## src/rtl/uart_rx_ctrl.sv

```systemverilog
// UART receive sequencer: start detection, oversampling counters, checker enables and frame result pulses.
// Define UART_RX_CTRL_ERR_CNT_EN to add the saturating error counter output err_cnt_rxc.
module uart_rx_ctrl #(
    parameter int DATA_WIDTH = 8,
    parameter int PRESCALE_W = 6
) (
    input  logic                  clk_rxc,
    input  logic                  rst_rxc,
    input  logic                  rx_in_rxc,
    input  logic [PRESCALE_W-1:0] prescale_rxc,
    input  logic                  par_en_rxc,
    input  logic                  strt_glitch_rxc,
    input  logic                  par_err_rxc,
    input  logic                  stop_error_rxc,
    output logic [PRESCALE_W-1:0] edge_cnt_rxc,
    output logic                  dat_samp_en_rxc,
    output logic                  strt_chk_en_rxc,
    output logic                  deser_en_rxc,
    output logic                  par_chk_en_rxc,
    output logic                  stop_check_en_rxc,
    output logic                  data_valid_rxc,
    output logic                  par_fail_rxc,
    output logic                  frame_err_rxc,
`ifdef UART_RX_CTRL_ERR_CNT_EN
    output logic [7:0]            err_cnt_rxc,
`endif
    output logic                  busy_rxc
);

    localparam int BW = 4;
    localparam logic [BW-1:0]         LAST_DATA = BW'(DATA_WIDTH);
    localparam logic [PRESCALE_W-1:0] P_RST     = PRESCALE_W'(8);

    localparam logic [2:0] IDLE   = 3'd0;
    localparam logic [2:0] START  = 3'd1;
    localparam logic [2:0] DATA   = 3'd2;
    localparam logic [2:0] PARITY = 3'd3;
    localparam logic [2:0] STOP   = 3'd4;

    logic [2:0]            state_q, state_d;
    logic [PRESCALE_W-1:0] edge_q, edge_d;
    logic [BW-1:0]         bit_q, bit_d;
    logic [PRESCALE_W-1:0] p_q, p_d;
    logic                  e_q, e_d;
    logic                  strt_q, strt_d;
    logic                  deser_q, deser_d;
    logic                  par_q, par_d;
    logic                  stop_q, stop_d;
    logic                  valid_q, valid_d;
    logic                  pfail_q, pfail_d;
    logic                  ferr_q, ferr_d;
    logic                  busy_q, busy_d;

    logic                  last, launch;
    logic [PRESCALE_W-1:0] p_m1, pd_m2;

    assign p_m1 = p_q - PRESCALE_W'(1);
    assign last = (edge_q == p_m1);

    always_comb begin
        state_d = state_q;
        edge_d  = edge_q;
        bit_d   = bit_q;
        p_d     = p_q;
        e_d     = e_q;
        valid_d = 1'b0;
        pfail_d = 1'b0;
        ferr_d  = 1'b0;
        launch  = 1'b0;
        case (state_q)
            IDLE:   launch = ~rx_in_rxc;
            START:  if (last) state_d = strt_glitch_rxc ? IDLE : DATA;
            DATA:   if (last && bit_q == LAST_DATA) state_d = e_q ? PARITY : STOP;
            PARITY: if (last) begin
                        state_d = par_err_rxc ? IDLE : STOP;
                        pfail_d = par_err_rxc;
                    end
            // The stop decision doubles as IDLE's first sample, so a start bit right after stop loses no cycle.
            STOP:   if (last) begin
                        valid_d = ~stop_error_rxc;
                        ferr_d  = stop_error_rxc;
                        state_d = IDLE;
                        launch  = ~rx_in_rxc;
                    end
            default: state_d = IDLE;
        endcase
        if (state_q != IDLE) begin
            if (last) begin
                edge_d = '0;
                bit_d  = bit_q + BW'(1);
            end else begin
                edge_d = edge_q + PRESCALE_W'(1);
            end
        end
        if (launch) begin
            state_d = START;
            p_d     = prescale_rxc;
            e_d     = par_en_rxc;
            edge_d  = '0;
            bit_d   = '0;
        end
    end

    // Enables are registered from next-state values so they line up with edge_cnt == P-2.
    assign pd_m2 = p_d - PRESCALE_W'(2);

    always_comb begin
        strt_d  = (state_d == START)  && (edge_d == pd_m2);
        deser_d = (state_d == DATA)   && (edge_d == pd_m2);
        par_d   = (state_d == PARITY) && (edge_d == pd_m2);
        stop_d  = (state_d == STOP)   && (edge_d == pd_m2);
        busy_d  = (state_d != IDLE);
    end

    always_ff @(posedge clk_rxc) begin
        if (rst_rxc) begin
            state_q <= IDLE;
            edge_q  <= '0;
            bit_q   <= '0;
            p_q     <= P_RST;
            e_q     <= 1'b0;
            strt_q  <= 1'b0;
            deser_q <= 1'b0;
            par_q   <= 1'b0;
            stop_q  <= 1'b0;
            valid_q <= 1'b0;
            pfail_q <= 1'b0;
            ferr_q  <= 1'b0;
            busy_q  <= 1'b0;
        end else begin
            state_q <= state_d;
            edge_q  <= edge_d;
            bit_q   <= bit_d;
            p_q     <= p_d;
            e_q     <= e_d;
            strt_q  <= strt_d;
            deser_q <= deser_d;
            par_q   <= par_d;
            stop_q  <= stop_d;
            valid_q <= valid_d;
            pfail_q <= pfail_d;
            ferr_q  <= ferr_d;
            busy_q  <= busy_d;
        end
    end

`ifdef UART_RX_CTRL_ERR_CNT_EN
    logic [7:0] err_cnt_q;
    logic       err_inc;

    assign err_inc = ((state_q == START) && last && strt_glitch_rxc) | pfail_d | ferr_d;

    always_ff @(posedge clk_rxc) begin
        if (rst_rxc) begin
            err_cnt_q <= 8'd0;
        end else if (err_inc && err_cnt_q != 8'hFF) begin
            err_cnt_q <= err_cnt_q + 8'd1;
        end
    end

    assign err_cnt_rxc = err_cnt_q;
`endif

    assign edge_cnt_rxc      = edge_q;
    assign dat_samp_en_rxc   = busy_q;
    assign busy_rxc          = busy_q;
    assign strt_chk_en_rxc   = strt_q;
    assign deser_en_rxc      = deser_q;
    assign par_chk_en_rxc    = par_q;
    assign stop_check_en_rxc = stop_q;
    assign data_valid_rxc    = valid_q;
    assign par_fail_rxc      = pfail_q;
    assign frame_err_rxc     = ferr_q;

endmodule

```

## config.mk

```make
export PLATFORM = sky130hd
export DESIGN_NAME = uart_rx_ctrl
export DESIGN_NICKNAME = d
export VERILOG_FILES = /design/src/rtl/uart_rx_ctrl.sv
export SDC_FILE = /design/constraint.sdc
export NUM_CORES = 1
export LEC_CHECK = 0
export BUFFER_PORTS_ARGS = -buffer_cell sky130_fd_sc_hd__buf_4
export CORE_MARGIN = 1
export CORE_UTILIZATION = 37
export DETAILED_ROUTE_END_ITERATION = 16
export MAX_ROUTING_LAYER = met4
export PLACE_DENSITY = 0.68
export SLEW_MARGIN = 10
export SYNTH_ARGS = -nofsm -noshare
export SYNTH_HDL_FRONTEND = slang
export SYNTH_SLANG_ARGS = --single-unit
```

## constraint.sdc

```tcl
create_clock -name clk_rxc -period 5.8 [get_ports clk_rxc]
set_input_delay 1.16 -clock clk_rxc [delete_from_list [all_inputs] [get_ports clk_rxc]]
set_output_delay 1.16 -clock clk_rxc [all_outputs]
set_load 0.05 [all_outputs]
```

==> results of run 1 <==
==> routing by layer <==
metal  routed length, um  track usage [%]  up-vias  part of all wire (%)
li1                    -                -      833                     -
met2                1980             26.3       59                    44
met5                   0                -        -                     0
met1                2120             24.1      790                    47
met3                 289             3.89       10                   6.4
met4                  94             5.66        0                   2.1
==> per-stage QoR <==
stage | util (%) | setup slack [ns] | hold slack (ns) | power (uW)
finish | 44.8 | 1.49 | 0.551 | 469
global route | 44.8 | 1.11 | 0.592 | 487
detailed placement | 43.3 | 1.21 | 0.537 | 313
global placement | 43.3 | 1.47 | 0.527 | 313
floorplan | - | 1.94 | 0.498 | 289
CTS | 44.8 | 1.50 | 0.552 | 470
==> final timing paths <==
kind | end | cells past startpoint
setup / recovery | par_chk_en_rxc | 12
hold reg to reg | bit_q[3] | 2
hold / removal | bit_q[3] | 2
setup reg to reg | par_chk_en_rxc | 14
==> flip-flops by register name (all words and copies together), names as in the netlist, 3 cells and up <==
register / cells
state_q: 3
bit_q: 4
edge_cnt_rxc: 6
p_q: 6
==> logic make-up (layout without fill, tap and decap cells) <==
group | Yosys count | after routing | synth area share, %
simple gates | 92 | 92 | 28.4
compound gates | 43 | 43 | 18.7
flops | 28 | 28 | 30.8
buf+inv | 22 | 40 | 5.44
xor+xnor | 17 | 17 | 8.19
mux | 9 | 9 | 4.96
fa+ha+maj | 5 | 5 | 3.44
==> layout make-up <==
type | instances | area, sq um
clock buffer | 3 | 41.3
timing repair buffer | 28 | 210
inverter | 8 | 30.0
tap | 67 | 83.8
sequential | 28 | 561
multi-input combinational | 166 | 1160
clock inverter | 1 | 30.0
fill | 480 | 2610
==> power by group through the flow <==
| stage | Combinational [uW] | Clock [uW] | Sequential (uW) |
|---|---|---|---|
| floorplan | 77.6 | 0 | 211 |
| global placement | 101 | 0 | 212 |
| detailed placement | 101 | 0 | 212 |
| CTS | 101 | 161 | 208 |
| global route | 111 | 167 | 209 |
| finish | 102 | 159 | 208 |
==> layout by cell type (no fill, tap or decap), drive strengths merged, types with 3 or more instances in the layout <==
cell type and n:
a2111oi 3, a211oi 3, a21o 3, a21oi 6, buf 28, clkbuf 3, dfxtp 28, ha 5
inv 8, mux2i 9, nand2 17, nand2b 4, nand4 3, nor2 22, nor3 13, nor4 11
nor4b 4, o211ai 3, o21ai 6, or3 4, xnor2 9, xor2 8
==> worst register-to-register path, cell delays in order, from the launching register on <==
cell and delay (ns):
dfxtp_1 0.54, inv_1 0.09, ha_1 0.26, xor2_1 0.15, o22ai_1 0.40, o21ai_0 0.23, o21ai_2 0.66, nand2_1 0.16
o21a_1 0.16, ha_1 0.22, a311o_1 0.27, a2111oi_0 0.43, a41oi_1 0.09, mux2i_1 0.33, nor4_1 0.11
==> metrics.md, run 1 <==
| Metric | Value |
|---|---|
| Buf/Inv on CP | `1` |
| Sw Pwr | `139 uW` |
| Synth area leaders | `dfxtp_1 (31%), mux2i_1 (5.0%), nor2_1 (4.5%), xnor2_1 (4.3%), xor2_1 (3.9%)` |
| Post-CTS Setup Inserts | `0` |
| Peak VDD IR | `~0.00013 V` |
| Max Buffers Root-to-Sink | `2` |
| Max-cap viol count | `0` |
| Synth cell types | `56` |
| Largest net degree at the start of global routing | `26` |
| CTS tree | `yes` |
| Rows | `25` |
| Diode count | `0` |
| Int Pwr | `roughly 330 uW` |
| Cells resized by post-CTS repair | `0` |
| Fin. max-slew vios | `0` |
| Setup crit end kind | `flip-flop` |
| Residual DRC | `0` |
| Net Count, Synth | `234` |
| Die footprint | `5200 sq um` |
| Final hold violation count | `0` |
| Insertion delay to the later sink of the worst-skew pair | `0.28 ns` |
| RSZ-0062 raised after global routing | `false` |
| Vias in the first global route | `1468` |
| Worst-path clk slew | `~0.1 ns` |
| Post-synth EDFFs | `0` |
| Synth Cell Area | `1820 sq um` |
| HP Start | `bit_q[3]` |
| CP top delay family | `compound AO/OA/AOI/OAI gates` |
| Post-synth top area share | `a little under a third` |
| Comb power frac | `21.7%` |
| Final Cell Area | `around 2100 sq um` |
| Final std cells w/o fill | `301` |
| DR vias | `1692` |
| Slowest CP cell | `o21ai_2` |
| Clock power share | `33.9%` |
| Most frequent cells after synthesis | `dfxtp_1 (28), nor2_1 (22), nand2_1 (17)` |
| Final ANT Viol Nets | `0` |
| HPWL Detailed | `around 3300 um` |
| Power Density | `222 nW/um^2` |
| Area delta synth->final | `16.3%` |
| Asr flop ratio synth | `0%` |
| Seq pwr share | `44.4%` |
| Minimum clock period | `4.31 ns` |
| Seq cells post-synth | `28` |
| Post-Route WL | `roughly 4500 um` |
| Core box area | `approximately 4700 sq um` |
| Leakage | `0.000776 uW` |
| CTS Buf Count | `3` |
| Clock tree sinks | `28` |
| Status | `finished, final reports clean` |
| CP startpoint | `rx_in_rxc` |
| Die W | `approximately 70 um` |
| Yosys Warn Count | `0` |
| Placed cell area | `2040 sq um` |
| Predominant post-synthesis flop cell | `dfxtp_1` |
| Clock skew | `about 0.010 ns` |
| Crit path DAT | `4.47 ns` |
| Mapped Cells | `216` |
| CTS Root Buffer Type | `clkbuf_8` |
| GRT Util Overall | `17.8%` |
| CP max stage delay | `0.66 ns` |
| Area leader, netlist | `dfxtp_1` |
| Gpl congestion | `between 0.9 and 1` |
| # setup viols final | `0` |
| R2R setup slack | `1.59 ns` |
| Critical path fanouts, max | `17` |
| Starting density of the core | `38.5%` |
| Placed Cells incl. Taps | `297` |
| Post-synthesis sequential area ratio | `~31%` |
| Die height | `72.1 um` |
| Worst-Margin Slew | `just under 1 ns` |
| Setup crit start kind | `primary input` |
| Max-slew headroom | `33.4%` |
| Crit Path Category | `primary input to flip-flop` |
| Fin Setup TNS | `0 ns` |
| Fmax | `232 MHz` |
| Reg-to-Reg Start | `p_q[0]` |
| CP required | `a little under 6 ns` |
| Cell Chain, Critical Path | `buf_4, nor3_1, o21ai_0, o21ai_2, nand2_1, o21a_1, ha_1, a311o_1, a2111oi_0, a41oi_1, mux2i_1, nor4_1` |
| IO buf count | `27` |
| Post-DR vias/cell | `5.62` |
| Dominant cell by count in the synthesized netlist | `dfxtp_1` |
| Ratio of final minimum period to clock period | `74.4%` |
| Syn_area_per_cell | `8.42 sq um` |
| Hold crit path type | `flip-flop to flip-flop` |
| Sw Share | `29.6%` |
| Wire length of the first global-routing pass | `between 6000 and 7000 um` |
| GRT Residual Overflow | `0` |
| Ports | `28` |
| Nets@finish | `253` |
| Htree depth | `1` |
| First-pass DRT Iterations | `4` |
| Layout cells sized above 1 | `between 10% and 20%` |
| Initial DRC count | `138` |
| Hold buffers post-CTS | `0` |
| WL/cell | `14.9 um` |
| Initial antenna violation count | `0` |
Power figures use the tool's default switching activity.
==> run 2, diff against run 1 <==
- clock period: 5.8 -> 4 ns (I/O delays scaled with it)
==> metrics.md, run 2 (synthesis results as in run 1) <==
| Metric | Value |
|---|---|
| HPWL Detailed | `3340 um (was 3290 um)` |
| Fin Setup TNS | `0 ns (unchanged)` |
| CTS Buf Count | `3 (unchanged)` |
| Cells resized by post-CTS repair | `0 (unchanged)` |
| Leakage | `0.000806 uW (was 0.000776 uW)` |
| Starting density of the core | `38.5% (unchanged)` |
| Ratio of final minimum period to clock period | `92.2%` |
| Crit Path Category | `flip-flop to flip-flop (was primary input to flip-flop)` |
| Max-cap viol count | `0 (unchanged)` |
| Filler cells | `472 (was 480)` |
| CTS Root Buffer Type | `clkbuf_8 (unchanged)` |
| Worst r2r path cells | `14 (unchanged)` |
| WL/cell | `14.9 um (about the same)` |
| Diode count | `0 (unchanged)` |
| Clock tree sinks | `28 (unchanged)` |
| Residual DRC | `0 (unchanged)` |
| Worst-Margin Slew | `0.638 ns (was 0.991 ns)` |
| Die footprint | `5200 sq um (unchanged)` |
| Setup crit end kind | `flip-flop (unchanged)` |
| Vias in the first global route | `1605 (was 1468)` |
| RSZ-0062 raised after global routing | `false (unchanged)` |
| GRT Util Overall | `19.4% (was 17.8%)` |
| Minimum clock period | `3.69 ns` |
| Status | `finished, final reports clean (unchanged)` |
| Levels on crit path | `14 (was 12)` |
| Initial antenna violation count | `0 (unchanged)` |
| Cell Chain, Critical Path | `inv_1, ha_1, xnor2_1, nor2_1, o2111ai_2, o21ai_4, nand2_1, o21a_1, ha_1, a311o_1, a2111oi_0, a41oi_1, mux2i_1, nor4_1 (was buf_4, nor3_1, o21ai_0, o21ai_2, nand2_1, o21a_1, ha_1, a311o_1, a2111oi_0, a41oi_1, mux2i_1, nor4_1)` |
| Rows | `25 (unchanged)` |
| CP max stage delay | `0.56 ns (was 0.66 ns)` |
| Multi-input logic area | `1170 sq um (was 1160 sq um)` |
| Layout cells sized above 1 | `20.0% (was 17.9%)` |
| # setup viols final | `0 (unchanged)` |
| Slowest CP cell | `dfxtp_1 (was o21ai_2)` |
| Fin. max-slew vios | `0 (unchanged)` |
| Place WS | `0.340 ns (was 1.21 ns)` |
| Buf/Inv on CP | `1 (unchanged)` |
| Core box area | `4720 sq um (unchanged)` |
| Power Total | `690 uW (was 469 uW)` |
| Final ANT Viol Nets | `0 (unchanged)` |
| Setup crit start kind | `flip-flop (was primary input)` |
| Register area | `561 sq um (unchanged)` |
| Most frequent CP cell | `ha_1` |
| Nets@finish | `259 (was 253)` |
| Htree depth | `1 (unchanged)` |
| R2R setup slack | `0.31 ns (was 1.59 ns)` |
| Peak VDD IR | `0.000308 V (was 0.000131 V)` |
| GRT Residual Overflow | `0 (unchanged)` |
| CP Capture Point | `par_chk_en_rxc (unchanged)` |
| Wire length of the first global-routing pass | `7640 um (was 6980 um)` |
| Post-CTS Setup Inserts | `0 (unchanged)` |
| IO buf count | `27 (unchanged)` |
| Hold crit path type | `flip-flop to flip-flop (unchanged)` |
| Worst setup margin | `0.313 ns (was 1.49 ns)` |
| CP startpoint | `p_q[0] (was rx_in_rxc)` |
| Power Density | `319 nW/um^2 (was 222 nW/um^2)` |
| DR vias | `1726 (was 1692)` |
| FF-to-FF End | `par_chk_en_rxc (unchanged)` |
| CTS tree | `yes (unchanged)` |
| Area delta synth->final | `19.2% (was 16.3%)` |
| Ports | `28 (unchanged)` |
| Insertion delay to the later sink of the worst-skew pair | `0.28 ns (about the same)` |
| Hold buffers post-CTS | `0 (unchanged)` |
| Commonest non-fill, non-tap cell in the layout | `buf_4` |
| Final hold violation count | `0 (unchanged)` |
| Crit path DAT | `3.85 ns (was 4.47 ns)` |
| Die height | `72.1 um (unchanged)` |
| Max Buffers Root-to-Sink | `2 (unchanged)` |
| CP required | `4.16 ns (was 5.96 ns)` |
| Gpl congestion | `0.974 (was 0.919)` |
| Die W | `72.1 um (unchanged)` |
| Worst-path clk slew | `0.10 ns (about the same)` |
| Commonest non-fill, non-tap cells in the layout | `buf_4 (34), dfxtp_1 (28), nor2_1 (22), nand2_1 (17), nor3_1 (13) (was dfxtp_1 (28), buf_4 (28), nor2_1 (22), nand2_1 (17), nor3_1 (13))` |
| Fmax | `271 MHz` |
| First-pass DRT Iterations | `4 (unchanged)` |
| Reg-to-Reg Start | `p_q[0] (unchanged)` |
| Post-DR vias/cell | `5.62 (about the same)` |
| Max-slew headroom | `57.3% (was 33.4%)` |
| Initial DRC count | `121 (was 138)` |
| Clock skew | `0.00720 ns (was 0.0105 ns)` |
| Largest net degree at the start of global routing | `26 (unchanged)` |
| CP top delay family | `compound AO/OA/AOI/OAI gates (unchanged)` |
| Critical path fanouts, max | `8 (was 17)` |
| Post-Route WL | `4570 um (was 4490 um)` |
-- run 2: where the power goes --
| part | total [uW] | switching [uW] | internal, uW |
|---|---|---|---|
| Clock | 230 | 96.0 | 134 |
| Sequential | 301 | 14.3 | 287 |
| Combinational | 159 | 94.9 | 64.1 |
-- run 2: worst min-delay path by stage --
stage / to / startpoint / cells after the start
after floorplan: e_q / e_q / 2
after global placement: bit_q[3] / bit_q[3] / 2
after detailed placement: e_q / e_q / 2
after CTS: bit_q[3] / bit_q[3] / 2
after global routing: bit_q[1] / bit_q[1] / 2
final: bit_q[3] / bit_q[3] / 2
-- run 2: final cells by class --
class                      count  area share [%]
clock buffer                   3            1.91
tap                           67            3.87
inverter                       8            1.39
sequential                    28            25.9
multi-input combinational    166            53.8
clock inverter                 1            1.39
timing repair buffer          34            11.8
-- run 2: worst register-to-register path, delay by kind of cell (launching register included) --
kind	cells	cell delay, ns
compound gates	6	1.53
flops	1	0.56
fa+ha+maj	2	0.55
simple gates	3	0.41
mux	1	0.32
xor+xnor	1	0.12
buf+inv	1	0.09
-- run 2: layer usage --
layer	GRT usage (%)	share of wire [%]	wire length [um]	up-vias
met3	3.33	4.9	224	6
met4	3.49	1.3	61	0
met1	26.3	49	2220	815
li1	-	-	-	849
met5	-	0	0	-
met2	30.6	45	2070	56
-- run 2: per-stage QoR --
stage               utilization, %  hold slack [ns]  cell area [sq um]  std cells
floorplan                        -            0.498               1820        216
global placement              44.2            0.527               2090        303
detailed placement            44.2            0.536               2090        303
CTS                           45.7            0.552               2160        307
global route                  45.9            0.583               2170        307
finish                        45.9            0.545               2170        307
==> run 3, diff against run 2 <==
- ABC_AREA: not set -> 1
==> metrics.md, run 3 <==
| Metric | Value |
|---|---|
| Rows | `25 (unchanged)` |
| DR vias | `1701 (was 1726)` |
| Residual DRC | `2 (was 0)` |
| Crit path DAT | `3.08 ns (was 3.85 ns)` |
| Layout cells sized above 1 | `22.4% (was 20.0%)` |
| R2R setup slack | `1.14 ns (was 0.31 ns)` |
| Max-cap viol count | `0 (unchanged)` |
| Gpl congestion | `0.894 (was 0.974)` |
| Peak VDD IR | `0.000246 V (was 0.000308 V)` |
| Multiplexer area fraction after synthesis | `0% (was 4.96%)` |
| Starting density of the core | `38.4% (was 38.5%)` |
| Commonest non-fill, non-tap cells in the layout | `nand2_1 (70), inv_1 (35), nand3_1 (29), dfxtp_1 (28), buf_4 (27) (was buf_4 (34), dfxtp_1 (28), nor2_1 (22), nand2_1 (17), nor3_1 (13))` |
| CTS Buf Count | `3 (unchanged)` |
| Synth cell types | `32 (was 56)` |
| Wire length of the first global-routing pass | `6800 um (was 7640 um)` |
| Cells resized by post-CTS repair | `0 (unchanged)` |
| Nets@finish | `309 (was 259)` |
| RSZ-0062 raised after global routing | `false (unchanged)` |
| Post-Route Utilization | `44.6% (was 45.9%)` |
| Vias in the first global route | `1518 (was 1605)` |
| Initial DRC count | `113 (was 121)` |
| First-pass DRT Iterations | `10 (was 4)` |
| Placed Cells incl. Taps | `340 (was 303)` |
| Syn_area_per_cell | `6.83 sq um (was 8.42 sq um)` |
| Die W | `71.8 um (was 72.1 um)` |
| Post-synthesis sequential area ratio | `31.1% (was 30.8%)` |
| Ratio of final minimum period to clock period | `71.5% (was 92.2%)` |
| HPWL Detailed | `3200 um (was 3340 um)` |
| GRT Residual Overflow | `0 (unchanged)` |
| Post-Route WL | `4150 um (was 4570 um)` |
| Fmax | `350 MHz (was 271 MHz)` |
| GRT Util Overall | `17.2% (was 19.4%)` |
| Met1 usage | `21.7% (was 26.3%)` |
| Post-DR vias/cell | `4.94 (was 5.62)` |
| Area delta synth->final | `16.0% (was 19.2%)` |
| Crit Path Category | `flip-flop to flip-flop (unchanged)` |
| Power Density | `306 nW/um^2 (was 319 nW/um^2)` |
| Asr flop ratio synth | `0% (unchanged)` |
| Status | `complete, but fails checks (was finished, final reports clean)` |
| CTS Root Buffer Type | `clkbuf_8 (unchanged)` |
| Final ANT Viol Nets | `0 (unchanged)` |
| Initial antenna violation count | `0 (unchanged)` |
| Predominant post-synthesis flop cell | `dfxtp_1 (unchanged)` |
| Htree depth | `1 (unchanged)` |
| Hold buffers post-CTS | `0 (unchanged)` |
| Ports | `28 (unchanged)` |
| Fin Setup TNS | `0 ns (unchanged)` |
| Setup crit end kind | `flip-flop (unchanged)` |
| WL/cell | `12.1 um (was 14.9 um)` |
| Net Count, Synth | `282 (was 234)` |
| Max Buffers Root-to-Sink | `2 (unchanged)` |
| Setup crit start kind | `flip-flop (unchanged)` |
| CP required | `4.22 ns (was 4.16 ns)` |
| Synth area leaders | `dfxtp_1 (31%), nand2_1 (15%), nand3_1 (8.0%), inv_1 (7.3%), nor2_1 (4.6%) (was dfxtp_1 (31%), mux2i_1 (5.0%), nor2_1 (4.5%), xnor2_1 (4.3%), xor2_1 (3.9%))` |
| Final hold violation count | `0 (unchanged)` |
| Largest net degree at the start of global routing | `22 (was 26)` |
| Critical path fanouts, max | `21 (was 8)` |
| Met2 usage | `28.1% (was 30.6%)` |
| Clock tree sinks | `28 (unchanged)` |
| Die height | `71.8 um (was 72.1 um)` |
| Largest family of logic cells by synthesized area | `simple AND/OR/NAND/NOR gates (unchanged)` |
| Clock power share | `28.1% (was 33.4%)` |
| Post-CTS Setup Inserts | `0 (unchanged)` |
| Area leader, netlist | `dfxtp_1 (unchanged)` |
| Xor and xnor area share after synthesis | `2.43% (was 8.19%)` |
| Compound-cell area share of the yosys netlist | `4.30% (was 18.7%)` |
| # setup viols final | `0 (unchanged)` |
| Seq pwr share | `46.5% (was 43.6%)` |
| Commonest non-fill, non-tap cell in the layout | `nand2_1 (was buf_4)` |
| Fin. max-slew vios | `0 (unchanged)` |
| Sw Share | `32.8% (was 29.7%)` |
| Worst-Margin Slew | `0.332 ns (was 0.638 ns)` |
| Clock skew | `0.00833 ns (was 0.00720 ns)` |
| Failing checks | `DRC` |
| Leakage | `0.00102 uW (was 0.000806 uW)` |
| Synth Cell Area | `1800 sq um (was 1820 sq um)` |
| Final std cells w/o fill | `344 (was 307)` |
| Mapped Cells | `264 (was 216)` |
| CTS tree | `yes (unchanged)` |
| Minimum clock period | `2.86 ns (was 3.69 ns)` |
| Most frequent cells after synthesis | `nand2_1 (70), inv_1 (35), nand3_1 (29) (was dfxtp_1 (28), nor2_1 (22), nand2_1 (17))` |
| Comb power frac | `25.4% (was 23.0%)` |
| Die footprint | `5160 sq um (was 5200 sq um)` |
| Core box area | `4690 sq um (was 4720 sq um)` |
| Worst-path clk slew | `0.10 ns (about the same)` |
| Adder-cell area share of the yosys netlist | `3.47% (was 3.44%)` |
| GRT busiest layer | `met2 (unchanged)` |
| Diode count | `0 (unchanged)` |
| Max-slew headroom | `77.8% (was 57.3%)` |
| Dominant cell by count in the synthesized netlist | `nand2_1 (was dfxtp_1)` |
| Seq cells post-synth | `28 (unchanged)` |
| Area share of and/or/nand/nor cells after synthesis | `47.7% (was 28.4%)` |
| Yosys Warn Count | `0 (unchanged)` |
| Int Pwr | `430 uW (was 485 uW)` |
| Hold crit path type | `flip-flop to flip-flop (unchanged)` |
| IO buf count | `27 (unchanged)` |
| GRT met3 Usage | `3.52% (was 3.33%)` |
| Sw Pwr | `210 uW (was 205 uW)` |
| Post-synth EDFFs | `0 (unchanged)` |
| Worst hold margin | `0.485 ns (was 0.545 ns)` |
| Post-synth top area share | `31.1% (was 30.8%)` |
| Insertion delay to the later sink of the worst-skew pair | `0.28 ns (about the same)` |
## run 3: cell types whose count changed in the layout (fill, tap and decap cells not counted), sizes merged, moves of 5 or more
cell / before / now
nand4: 3 / 8
mux2i: 9 / 0
nor4: 11 / 1
nand3: 2 / 35
inv: 8 / 42
nand2: 17 / 80
buf: 34 / 27
xnor2: 9 / 1
## run 3: critical path: stages, from the launching register on
cell and delay (ns):
dfxtp_1 0.40, inv_2 0.08, ha_1 0.32, nand2_1 0.07
nand2_1 0.05, nor2_1 0.09, nand2_1 0.08, nor2_4 0.15
nand3_4 0.11, nand2_4 0.14, nand2_4 0.19, nand2_2 0.11
nand2_2 0.09, ha_1 0.29, inv_1 0.06, nand3_1 0.07
nand2_1 0.09, nand3_2 0.08, nor2_4 0.10, nand3_4 0.10
nor3_2 0.11
## run 3: worst paths after layout
| kind | start | cells after the start | end |
|---|---|---|---|
| setup / recovery | p_q[0] | 20 | par_chk_en_rxc |
| hold / removal | bit_q[3] | 2 | bit_q[3] |
| setup reg to reg | p_q[0] | 20 | par_chk_en_rxc |
| hold reg to reg | bit_q[3] | 2 | bit_q[3] |
## run 3: per-layer routing
layer	up-vias	wire length (um)
met1	755	1890
li1	892	-
met3	4	232
met2	50	2000
met5	-	0
met4	0	27
## run 3: stage by stage
stage / setup slack (ns) / power [uW] / cell area (sq um)
6_report: 1.14 / 640 / 2090
4_1_cts: 1.13 / 646 / 2090
3_3_place_gp: 1.26 / 463 / 2040
3_5_place_dp: 1.19 / 464 / 2040
2_1_floorplan: 1.34 / 429 / 1800
5_1_grt: 0.878 / 676 / 2090
## run 3: final cells by class
cell class                      instances  area (sq um)
Clock buffer                            4          55.1
Fill cell                             484          2600
Inverter                               43           161
Multi-Input combinational cell        188          1040
Sequential cell                        28           561
Tap cell                               54          67.6
Timing Repair Buffer                   27           203
## run 3: power by group through the flow
stage | clock (uW) | combinational [uW] | sequential (uW)
2_1_floorplan | 0 | 121 | 308
3_3_place_gp | 0 | 159 | 303
3_5_place_dp | 0 | 161 | 304
4_1_cts | 187 | 162 | 297
5_1_grt | 197 | 180 | 299
6_report | 180 | 163 | 297
## run 3: cell families after synthesis
family / count (synthesis)
buf+inv: 48
simple gates: 164
compound gates: 14
flops: 28
fa+ha+maj: 5
xor+xnor: 5
